[config.mk]
export PLATFORM = sky130hd
export DESIGN_NAME = io_bus_ctrl
export DESIGN_NICKNAME = d
export VERILOG_FILES = /design/src/rtl/io_bus_ctrl.sv
export SDC_FILE = /design/constraint.sdc
export NUM_CORES = 1
export LEC_CHECK = 0
export BUFFER_PORTS_ARGS = -buffer_cell sky130_fd_sc_hd__buf_2
export CAP_MARGIN = 20
export CORE_ASPECT_RATIO = 1.75
export CORE_MARGIN = 2
export CORE_UTILIZATION = 33
export DETAILED_ROUTE_END_ITERATION = 12
export GPL_ROUTABILITY_DRIVEN = 1
export HOLD_SLACK_MARGIN = 0.15
export PLACE_DENSITY = 0.47
export REMOVE_ABC_BUFFERS = 1
export SETUP_SLACK_MARGIN = 0.02
export SYNTH_ARGS = -nofsm -noshare
export SYNTH_HDL_FRONTEND = slang
export SYNTH_SLANG_ARGS = --single-unit
[constraint.sdc]
create_clock -name CLK -period 2.15 [get_ports CLK]
set_clock_uncertainty 0.2 [all_clocks]
set_input_delay 0.1075 -clock CLK [delete_from_list [all_inputs] [get_ports CLK]]
set_output_delay 0.1075 -clock CLK [all_outputs]
set_load 0.005 [all_outputs]
[src/rtl/io_bus_ctrl.sv]
// rtl/io_bus_ctrl.sv - memory-mapped I/O unit: key/switch debounce, sticky key status, HEX/LED registers
module io_bus_ctrl #(
    parameter int DBITS      = 16,
    parameter int DEB_CYCLES = 500000,
    parameter int CNTBITS    = 20
) (
    input  logic             CLK,
    input  logic             RESET,
    input  logic [DBITS-1:0] ADDR,
    input  logic [DBITS-1:0] DIN,
    input  logic             WE,
    output logic [DBITS-1:0] DOUT,
    output logic             SEL,
    input  logic [3:0]       KEY,
    input  logic [9:0]       SW,
    output logic [15:0]      HEX_VAL,
    output logic [9:0]       LEDR_VAL,
    output logic [7:0]       LEDG_VAL
);

    localparam int NIN = 14;
    localparam logic [CNTBITS-1:0] CNT_LAST = CNTBITS'(DEB_CYCLES - 1);
    localparam logic [15:0] DEAD = 16'hDEAD;

    localparam logic [2:0] IDX_KDATA = 3'd0;
    localparam logic [2:0] IDX_SDATA = 3'd1;
    localparam logic [2:0] IDX_KSTAT = 3'd2;
    localparam logic [2:0] IDX_HEX   = 3'd4;
    localparam logic [2:0] IDX_LEDR  = 3'd5;
    localparam logic [2:0] IDX_LEDG  = 3'd6;

    logic [3:0]         key_s1, key_s2;
    logic [9:0]         sw_s1, sw_s2;
    logic [NIN-1:0]     sync_vec;
    logic [NIN-1:0]     stable;
    logic [NIN-1:0]     hit;
    logic [CNTBITS-1:0] cnt [NIN];
    logic [3:0]         press;
    logic [3:0]         kstat;
    logic [3:0]         kclr;
    logic [15:0]        hex_q;
    logic [9:0]         ledr_q;
    logic [7:0]         ledg_q;
    logic [2:0]         idx;
    logic               wr_en;
    logic [15:0]        rdata;
    logic               addr_unused;

    // Keys sync to 1 (released) so reset never looks like a press.
    always_ff @(posedge CLK) begin
        if (RESET) begin
            key_s1 <= 4'hF;
            key_s2 <= 4'hF;
            sw_s1  <= 10'd0;
            sw_s2  <= 10'd0;
        end else begin
            key_s1 <= KEY;
            key_s2 <= key_s1;
            sw_s1  <= SW;
            sw_s2  <= sw_s1;
        end
    end

    // Keys are debounced in pressed (inverted) form; bits [3:0] keys, [13:4] switches.
    assign sync_vec = {sw_s2, ~key_s2};

    always_comb begin
        hit = '0;
        for (int i = 0; i < NIN; i++) begin
            hit[i] = (sync_vec[i] != stable[i]) && (cnt[i] == CNT_LAST);
        end
    end

    always_ff @(posedge CLK) begin
        if (RESET) begin
            stable <= '0;
            for (int i = 0; i < NIN; i++) begin
                cnt[i] <= '0;
            end
        end else begin
            for (int i = 0; i < NIN; i++) begin
                if (sync_vec[i] == stable[i]) begin
                    cnt[i] <= '0;
                end else if (hit[i]) begin
                    stable[i] <= sync_vec[i];
                    cnt[i]    <= '0;
                end else begin
                    cnt[i] <= cnt[i] + CNTBITS'(1);
                end
            end
        end
    end

    assign press = hit[3:0] & sync_vec[3:0];

    assign SEL         = (ADDR[15:4] == 12'hFFF);
    assign idx         = ADDR[3:1];
    assign wr_en       = WE && SEL;
    assign addr_unused = ADDR[0];

    assign kclr = (wr_en && idx == IDX_KSTAT) ? DIN[3:0] : 4'd0;

    // A press landing on the same edge as a W1C keeps the bit set.
    always_ff @(posedge CLK) begin
        if (RESET) begin
            kstat  <= 4'd0;
            hex_q  <= 16'd0;
            ledr_q <= 10'd0;
            ledg_q <= 8'd0;
        end else begin
            kstat <= (kstat & ~kclr) | press;
            if (wr_en && idx == IDX_HEX)  hex_q  <= DIN[15:0];
            if (wr_en && idx == IDX_LEDR) ledr_q <= DIN[9:0];
            if (wr_en && idx == IDX_LEDG) ledg_q <= DIN[7:0];
        end
    end

    always_comb begin
        rdata = DEAD;
        if (SEL) begin
            case (idx)
                IDX_KDATA: rdata = {12'd0, stable[3:0]};
                IDX_SDATA: rdata = {6'd0, stable[13:4]};
                IDX_KSTAT: rdata = {12'd0, kstat};
                IDX_HEX:   rdata = hex_q;
                IDX_LEDR:  rdata = {6'd0, ledr_q};
                IDX_LEDG:  rdata = {8'd0, ledg_q};
                default:   rdata = DEAD;
            endcase
        end
    end

    assign DOUT     = DBITS'(rdata);
    assign HEX_VAL  = hex_q;
    assign LEDR_VAL = ledr_q;
    assign LEDG_VAL = ledg_q;

endmodule

==> impl_metrics.toml <==
[finish]
fillers = 5491
design_area_sq_mm = 0.0260
drive_above_1_share_pct = 22.1
insertedDiodeCount = 0
instances_no_fill = 3324
nets = 2598
utilization_pct = 46.1
syn2layout_area_growth_pct = 38.0

[critical_path]
path_class = "reg -> reg"
crit_end = "cnt[1][62]"
reg2reg_from = "cnt[1][70]"
startpoint = "cnt[1][70]"
r2r_end = "cnt[1][62]"
cp_max_fo = 5
critPathRequiredTime_ns = 2.24
worst_r2r_path_depth = 5
worst_setup_path_end_kind = "flop"
arrival_ns = 2.48
crit_path_start_kind = "flop"
rrSetupSlack_ns = -0.24

[yosys]
synth-compound-area-share_pct = 8.01
ys_seq_area_share_pct = 53.1
postSynth.asyncResetShare_pct = 0
synth_mux_area_share_pct = 2.47
synth.distinct_cells = 68
syn_area_sq_mm = 0.0189
synth_ff_type = "edfxtp_1"
yosys_warnings = 0
synthAdderAreaFrac_pct = 0.929
synth_top_family_by_area = "simple AND/OR/NAND/NOR gates"
synth_xor_area_share_pct = 8.22
synth_edf_count = 280
synth_seq_cells = 360
yosys.area_share.simple_pct = 24.6
syn_inst = 1835
synth.avg_cell_area_sq_um = 10.3

[global_routing]
grt_pass1_vias = 16000
grt_usage_pct = 16.3
grt_pass1_wl_mm = 78.3
antenna_found_initial = 2
grt_start_max_net_pins = 39
overflow = 0

[drt]
drt-vias-per-instance = 4.75
wirelength_mm = 47.9
drc = 0
vias = 15800
wl_met2_mm = 25.4
routed-wl-met3_mm = 2.05
wl_per_cell_microns = 14.4
dr.pass1.iters = 7
drt_first_iter_violations = 498
drt.antenna.violating_nets = 0
top_layer_used = "met5"
wl_met1_mm = 19.3

[floorplanning]
start_util_pct = 33.4
die_w_microns = 185
dieArea_sq_mm = 0.0591
io_pins = 100
fp.dieH_microns = 320
num_rows = 115
core_sq_mm = 0.0564

[placed_design]
portBuffers = 98
place_inst = 3131
gp_congestion = 0.819
dpl.hpwl_mm = 34.0
place_area_sq_mm = 0.0229

[timing]
fin_hold_ws_ns = 0.0884
fmax_mhz = 418
rsz0062_at_grt = "true"
setup_violations = 96
finalMaxSlewViolations = 0
tightest_slew_ns = 0.503
setup_slack_ns = -0.240
setup_tns_ns = -16.13
min_period_over_period_pct = 111
hold_violations = 0
final.min_clock_period_ns = 2.39
worst_slew_margin_rel_pct = 66.0

[clock_tree]
cts_inserted_buffers = 40
clock_latency_ns = 0.55
clk_path_buf_depth = 3
root_buffer = "clkbuf_16"
clk_pin_slew_ns = 0.06
clkSinkCount = 360
cts_max_level = 2
cts_tree = "built"

[outcome]
violations = "setup timing"
status = "finished, violations left"

[power_and_ir_drop]
p_leak_nw = 9.77
ir_drop_v = 0.000476
power_density_mw_per_mm2 = 603

[hold_path]
hp-class = "in -> reg"

[job]
drv_cap = 0
## worst max-delay path, stage by stage (launching register included)
cell      delay (ns)
edfxtp_1        0.39
or4_4           0.56
or4_4           0.55
o21ai_4         0.21
buf_4           0.18
nor2_1          0.05
## logic make-up after synthesis
kind of cell,Yosys count
buffers and inverters,125
DFF,360
AOI/OAI and AO/OA,248
and+or+nand+nor,865
other,1
xor gates and xnor gates,177
muxes,45
adders and majority gates,14
## state kept, by name (all words and copies together) (netlist names)
signal / cells
sw_s1: 10
LEDR_VAL: 10
key_s1: 4
key_s2: 4
stable: 14
kstat: 4
HEX_VAL: 16
cnt: 280
LEDG_VAL: 8
sw_s2: 10
## worst min-delay path by stage
stage / from / to / slack [ns] / cells past startpoint
after global placement: KEY[3] / key_s1[3] / 0.09 / 2
after global routing: ADDR[7] / kstat[3] / 0.15 / 6
after detailed placement: KEY[1] / key_s1[1] / 0.1 / 2
after floorplan: RESET / stable[11] / -0.02 / 1
final: ADDR[7] / kstat[3] / 0.09 / 6
after CTS: DIN[6] / HEX_VAL[6] / 0.15 / 4
## through the flow
step	setup WS (ns)	power (mW)
2_1_floorplan	-0.798	8.51
3_3_place_gp	-0.248	8.97
5_1_grt	-0.336	16.3
3_5_place_dp	-0.297	8.98
4_1_cts	-0.264	15.9
6_report	-0.240	15.7
## final cells by class
class                           instances  area, sq um  share of cell area, %
Clock buffer                           55         1110                   4.26
Clock inverter                         16          123                  0.471
Inverter                               54          203                  0.779
Multi-Input combinational cell       1630         9970                   38.3
Sequential cell                       360        10000                   38.5
Tap cell                              760          951                   3.65
Timing Repair Buffer                  449         3650                   14.0
## placed cells by master, fill, tap and decap left out, types with 8 or more instances in the layout
cell	n
nand3_2	8
buf_2	95
and2_1	16
ha_1	11
nor3_1	32
nor4_1	22
dlygate4sd3_1	83
o21ai_0	52
nor2_2	18
or3_1	48
nand3_1	92
nor2_1	214
clkbuf_16	41
and4_1	35
buf_12	11
edfxtp_1	280
xor2_1	108
nand2_1	109
buf_4	230
mux2i_1	41
or4_4	18
o31ai_1	41
conb_1	280
clkinv_2	8
a21oi_1	78
clkbuf_1	11
buf_6	22
o21a_1	8
nor2b_1	25
inv_1	53
dfxtp_1	76
xnor2_1	69
or2_2	13
a21oi_2	23
or4_1	42
nand4_1	87
and3_1	24
nor2_4	21
## report_power, final
group          internal [mW]  switching (mW)  total [mW]
Combinational          0.529           0.567        1.10
Sequential              7.75           0.209        7.96
Clock                   3.83            2.79        6.63
## Yosys cell counts (42+ instances only)
library cell,number,area [sq um]
a21oi_1,101,505
clkbuf_1,51,191
dfxtp_1,80,1600
edfxtp_1,280,8410
inv_1,53,199
mux2i_1,42,420
nand2_1,109,409
nand3_1,99,495
nand4_1,87,544
nor2_1,253,950
o21ai_0,54,270
o31ai_1,42,315
or3_1,50,313
or4_1,58,435
xnor2_1,69,604
xor2_1,108,946
## timing repair
action | CTS | global route
pin swaps | 37 | 36
endpoints found under the setup margin | 110 | 219
buffers inserted | 15 | 17
hold endpoints to repair | 94 | 2
resized for setup | 80 | 120
gates cloned | 9 | 2
hold buffers | 86 | 1
## metal layers
layer | track usage [%] | vias to the layer above
met1 | 18.3 | 7555
met2 | 30.7 | 224
met3 | 2.96 | 68
li1 | - | 7954
met5 | 0 | -
met4 | 5.06 | 4
Power figures use the tool's default switching activity.
